## config.mk

```make
export PLATFORM = sky130hd
export DESIGN_NAME = simon_rng_sched
export DESIGN_NICKNAME = d
export VERILOG_FILES = /design/src/rtl/simon_rng_sched.sv
export SDC_FILE = /design/constraint.sdc
export NUM_CORES = 1
export LEC_CHECK = 0
export CORE_UTILIZATION = 39
export CTS_BUF_LIST = sky130_fd_sc_hd__clkbuf_16
export CTS_CLUSTER_SIZE = 8
export DETAILED_ROUTE_END_ITERATION = 8
export PLACE_DENSITY = 0.76
export SLEW_MARGIN = 10
export SYNTH_ARGS = -nofsm -noshare
export SYNTH_HDL_FRONTEND = slang
export SYNTH_SLANG_ARGS = --single-unit
export TNS_END_PERCENT = 30
```

## constraint.sdc

```tcl
create_clock -name clk -period 1.6 [get_ports clk]
set_input_delay 0.24 -clock clk [delete_from_list [all_inputs] [get_ports clk]]
set_output_delay 0.24 -clock clk [all_outputs]
set_load 0.01 [all_outputs]
```

## src/rtl/simon_rng_sched.sv

```systemverilog
// Round-robin sequencer that shares one RNG+SIMON engine between two requesters,
// loading the two key words before use. Define SIMON_SCHED_STATS_EN for enc/rekey counters.
module simon_rng_sched #(
    parameter logic [8:0] KEY_BASE       = 9'h10,
    parameter int         REKEY_INTERVAL = 16,
    parameter int         TIMEOUT        = 1023
) (
    input  logic        clk,
    input  logic        rst,
    input  logic        req0_valid,
    input  logic [31:0] req0_pt,
    output logic        req0_ready,
    input  logic        req1_valid,
    input  logic [31:0] req1_pt,
    output logic        req1_ready,
    input  logic        force_rekey,
    output logic        rsp_valid,
    input  logic        rsp_ready,
    output logic        rsp_id,
    output logic [31:0] rsp_ct,
    output logic        rsp_err,
    output logic        key_we,
    output logic [8:0]  key_addr,
    input  logic        key_ack,
    output logic        cipher_en,
    output logic [31:0] plaintext,
    input  logic [31:0] cipher_out,
    input  logic        done,
    output logic        busy,
`ifdef SIMON_SCHED_STATS_EN
    output logic [15:0] enc_count,
    output logic [7:0]  rekey_count,
`endif
    output logic        err_timeout
);

    typedef enum logic [2:0] {
        IDLE, KEY0, KEY0_CLR, KEY1, KEY1_CLR, START, WAIT_DONE, RESP
    } state_t;

    localparam int TW = $clog2(TIMEOUT + 2);

    state_t        state, state_nxt;
    logic          key_valid;
    logic [15:0]   enc_cnt;
    logic          last_gnt;
    logic          rekey_pend;
    logic [TW-1:0] tmo_cnt;

    logic rekey_due, tmo_hit, gnt_sel;
    logic do_grant, do_done, do_tmo;

    assign rekey_due = !key_valid || rekey_pend || force_rekey ||
                       ((REKEY_INTERVAL != 0) && (enc_cnt >= 16'(REKEY_INTERVAL)));
    assign tmo_hit   = (tmo_cnt >= TW'(TIMEOUT - 1));
    // With both requesting, the one not served last wins; otherwise whoever asks.
    assign gnt_sel   = (req0_valid && req1_valid) ? !last_gnt : req1_valid;

    always_comb begin
        state_nxt = state;
        do_grant  = 1'b0;
        do_done   = 1'b0;
        do_tmo    = 1'b0;
        case (state)
            IDLE: begin
                if (rekey_due) begin
                    state_nxt = KEY0;
                end else if (req0_valid || req1_valid) begin
                    do_grant  = 1'b1;
                    state_nxt = START;
                end
            end
            KEY0: begin
                if (key_ack) begin
                    state_nxt = KEY0_CLR;
                end else if (tmo_hit) begin
                    do_tmo    = 1'b1;
                    state_nxt = IDLE;
                end
            end
            KEY0_CLR: state_nxt = KEY1;
            KEY1: begin
                if (key_ack) begin
                    state_nxt = KEY1_CLR;
                end else if (tmo_hit) begin
                    do_tmo    = 1'b1;
                    state_nxt = IDLE;
                end
            end
            KEY1_CLR: state_nxt = IDLE;
            START:    state_nxt = WAIT_DONE;
            WAIT_DONE: begin
                if (done) begin
                    do_done   = 1'b1;
                    state_nxt = RESP;
                end else if (tmo_hit) begin
                    do_tmo    = 1'b1;
                    state_nxt = RESP;
                end
            end
            RESP: begin
                if (rsp_ready) state_nxt = IDLE;
            end
            default: state_nxt = IDLE;
        endcase
    end

    always_ff @(posedge clk) begin
        if (!rst) begin
            state <= KEY0;
        end else begin
            state <= state_nxt;
        end
    end

    // Outputs are registered from the next state so they line up with the state
    // they describe and are all low in the cycle after reset.
    always_ff @(posedge clk) begin
        if (!rst) begin
            key_valid   <= 1'b0;
            enc_cnt     <= '0;
            last_gnt    <= 1'b1;
            rekey_pend  <= 1'b0;
            tmo_cnt     <= '0;
            key_we      <= 1'b0;
            key_addr    <= KEY_BASE;
            cipher_en   <= 1'b0;
            rsp_valid   <= 1'b0;
            busy        <= 1'b0;
            req0_ready  <= 1'b0;
            req1_ready  <= 1'b0;
            plaintext   <= '0;
            rsp_id      <= 1'b0;
            rsp_ct      <= '0;
            rsp_err     <= 1'b0;
            err_timeout <= 1'b0;
        end else begin
            tmo_cnt    <= (state_nxt == state) ? tmo_cnt + 1'b1 : '0;
            key_we     <= (state_nxt == KEY0) || (state_nxt == KEY1);
            key_addr   <= (state_nxt == KEY1) ? KEY_BASE + 9'd1 : KEY_BASE;
            cipher_en  <= (state_nxt == START);
            rsp_valid  <= (state_nxt == RESP);
            busy       <= (state_nxt != IDLE);
            req0_ready <= do_grant && !gnt_sel;
            req1_ready <= do_grant && gnt_sel;

            // A force_rekey arriving as KEY0 is entered is covered by that load.
            if (state_nxt == KEY0 && state != KEY0) begin
                rekey_pend <= 1'b0;
            end else if (force_rekey) begin
                rekey_pend <= 1'b1;
            end

            if (do_grant) begin
                plaintext <= gnt_sel ? req1_pt : req0_pt;
                rsp_id    <= gnt_sel;
                last_gnt  <= gnt_sel;
            end

            if (do_done) begin
                rsp_ct  <= cipher_out;
                rsp_err <= 1'b0;
                if (enc_cnt != 16'hFFFF) enc_cnt <= enc_cnt + 16'd1;
            end

            if (do_tmo) begin
                err_timeout <= 1'b1;
                key_valid   <= 1'b0;
                if (state == WAIT_DONE) begin
                    rsp_ct  <= '0;
                    rsp_err <= 1'b1;
                end
            end

            if (state == KEY1_CLR) begin
                key_valid <= 1'b1;
                enc_cnt   <= '0;
            end
        end
    end

`ifdef SIMON_SCHED_STATS_EN
    always_ff @(posedge clk) begin
        if (!rst) begin
            enc_count   <= '0;
            rekey_count <= '0;
        end else begin
            if (do_done && enc_count != 16'hFFFF) enc_count <= enc_count + 16'd1;
            if (state == KEY1_CLR && rekey_count != 8'hFF) rekey_count <= rekey_count + 8'd1;
        end
    end
`endif

endmodule

```

==> metrics.yaml <==
synthesis:
  synthSimpleGateAreaFrac_pct: 25.14
  synth_fa_ha_area_share_pct: 1.080
  async_flop_share_pct: 0
  synth-edff-count: 0
  yosysWarnings: 0
  synth-seq-area-share_pct: 46.23
  synthMuxAreaShare_pct: 0.4591
  ys_types: 53
  ys_ff_latch: 107
  synth_xor_area_share_pct: 4.537
  yosysTopAreaCellShare_pct: 46.23
  post-synth-top-count-cell: "nand2_1"
  synth_top_family_by_area: "simple AND/OR/NAND/NOR gates"
  synth_compound_area_share_pct: 16.20
  synthCells: 524
  synth_area_leader_cell: "dfxtp_1"
  synth_area_sq_um: 4633
  synth_top_cells_by_count: "141 x nand2_1, 107 x dfxtp_1, 35 x a21oi_1, 30 x nor2_1, 17 x a22oi_1"
  ys.flop_type: "dfxtp_1"
  synthTopCellsByArea: "dfxtp_1 46%, nand2_1 11%, a22oi_2 4.1%, a21oi_1 3.8%, xor2_1 2.8%"
  syn_area_per_cell_sq_um: 8.842
timing:
  finalSetupTns_ns: -6.353
  fin_crit_ns: 1.784
  fmax_mhz: 560.7
  fin_worst_skew_ns: 0.008359
  slew_viol_final: 0
  rsz0062_at_grt: "true"
  fin_ws_ns: -0.1836
  fin_crit_sh_pct: 111.5
  hold_viol: 0
  setup_violations: 47
floorplan:
  dieHeight_um: 111.0
  chipWidth_um: 111.0
  core_sq_um: 11520
  rows: 39
  die_area_sq_um: 12320
  initial_core_util_pct: 40.23
  ios: 186
global_route:
  grt-ovfl-total: 0
  gr-usage-all-layers_pct: 21.90
  antenna_found_initial: 0
  grt_pass1_vias: 4533
  grt_max_degree: 35
  grt_first_pass_wirelength_um: 21710
cells_and_area:
  area.growth.synth_to_final_pct: 68.08
  postLayoutCellArea_sq_um: 7787
  fin_util_pct: 67.62
  num_antenna_cells: 0
  final_cells: 909
  nets: 869
  drive_gt1_share_pct: 24.93
  fillers: 882
pwr:
  power_frac_clock_pct: 36.8
  power.internal_uw: 4214
  powerDensity_nw_per_um2: 714.4
  swShare_pct: 24.25
  seq_power_share_pct: 48.8
  p_leak_uw: 0.002988
  ir_drop_uv: 552.5
  comb_power_share_pct: 14.4
  finalPower_uw: 5564
  switching_power_uw: 1349
clock_tree:
  cts_tree: "done"
  cts_root_buf: "clkbuf_16"
  cts.sinks: 107
  clockBufferDepth: 2
  path_clk_slew_ns: 0.07
  worstSkewPairLatency_ns: 0.35
  htree_levels: 3
  numCtsBuffers: 9
  cts_hold_buf: 0
route:
  vias_per_cell: 5.020
  drtPass1Iterations: 6
  drcViolationCount: 39
  drt-initial-drc-count: 250
  drt-total-wl_um: 14070
  wl_per_cell_um: 15.48
  detail-route-antenna-nets: 0
  vias: 4563
setup_path:
  crit_path_max_incr_delay_ns: 0.45
  crit_chain: "nor4_4 > nand3_4 > o41ai_2 > o21ai_4 > buf_6 > nor3_2"
  cpLargestDelayFamily: "simple AND/OR/NAND/NOR gates"
  worstPathMaxFanout: 6
  crit_arrival_ns: 2.06
  critPathSlowestCell: "o41ai_2"
  worstSetupPathType: "flip-flop to flip-flop"
  path_buf_inv: 1
  critical_path.endpoint_type: "flip-flop"
  required_ns: 1.87
  startpoint_type: "flip-flop"
outcome:
  violations: "design-rule violations, negative setup slack"
  status: "finished with violations"
placed_design:
  port_buffers: 177
  dp_hpwl_um: 9515
  place_inst: 883
  postPlaceCellArea_sq_um: 7068
  gp_congestion: 0.8540
worst_hold_path:
  min_path_type: "input pin to flip-flop"
flow_run:
  cap_violations: 0
-- worst register-to-register path: cells and delay by family (launching register included) --
family | cells | cell delay (ns)
AOI/OAI and AO/OA | 2 | 0.58
buffers and inverters | 1 | 0.16
DFF | 1 | 0.34
and+or+nand+nor | 3 | 0.61
-- cell usage in the layout (no fill, tap or decap), types with 4 or more instances in the layout --
cell and n:
nor4_4 4, nor2_1 28, clkdlybuf4s50_1 177, dfxtp_2 10
nand4_1 8, nand3_1 10, clkbuf_16 14, conb_1 8
buf_12 6, buf_4 59, dfxtp_1 94, buf_6 8
o21ai_1 7, inv_1 10, xnor2_1 9, o21ai_0 4
xor2_1 15, nand2_1 140, nor3_2 12, and3_1 4
a21oi_1 32, and2_1 5, a22oi_2 32
-- power by group through the flow --
stage	clock, uW	sequential [uW]	combinational, uW
2_1_floorplan	0	2770	269
3_3_place_gp	0	2770	656
3_5_place_dp	0	2770	666
4_1_cts	2110	2710	733
5_1_grt	2190	2720	853
6_report	2050	2710	803
-- flip-flops by register name (all words and copies together) (netlist names), 3 cells and up --
name / flops
rsp_ct: 32
plaintext: 32
state: 3
tmo_cnt: 11
enc_cnt: 16
-- cell type report --
cell class,count,area (sq um),area share (%)
inverters,11,41.29,0.5302
well taps,143,178.9,2.298
clock buffers,9,225.2,2.892
clock inverters,7,45.04,0.5784
flip-flops and latches,107,2166,27.81
multi-input cells,376,2554,32.79
repair buffers,256,2577,33.10
-- cell families after synthesis --
kind of cell,Yosys count
and+or+nand+nor,237
DFF,107
adders and majority gates,4
AOI/OAI and AO/OA,101
xor gates and xnor gates,24
buffers and inverters,47
other,2
muxes,2
-- path summary, 6_finish.rpt --
check        slack [ns]            end  cells past startpoint        start
max               -0.18     tmo_cnt[1]                      6   enc_cnt[4]
min                0.42  plaintext[29]                      3  req0_pt[29]
max reg2reg       -0.18     tmo_cnt[1]                      6   enc_cnt[4]
min reg2reg        0.46     rsp_ct[21]                      2   rsp_ct[21]
-- routing by layer --
layer  GRT usage [%]  up-vias  share of wire (%)
met5               0        -                  0
met4           6.575        0                1.3
met3           5.413       15                6.5
met2           40.59      135                 53
met1           24.52     2154                 40
li1                -     2259                  -
-- stage by stage --
stage	hold slack (ns)	setup WS [ns]
final	0.4221	-0.1836
after global routing	0.4355	-0.2576
after CTS	0.4199	-0.1430
after detailed placement	0.4474	-0.3695
after global placement	0.4413	-0.3496
after floorplan	0.3390	-0.08570
-- what timing repair did --
| item | 4_1_cts | 5_1_grt |
|---|---|---|
| gates resized for setup | 47 | 25 |
| pin swaps | 20 | 16 |
| buffers inserted | 1 | 2 |
| endpoints found under the setup margin | 99 | 102 |
| gates cloned | 1 | 7 |
| hold endpoints to repair | 0 | 0 |
Power figures use the tool's default switching activity.
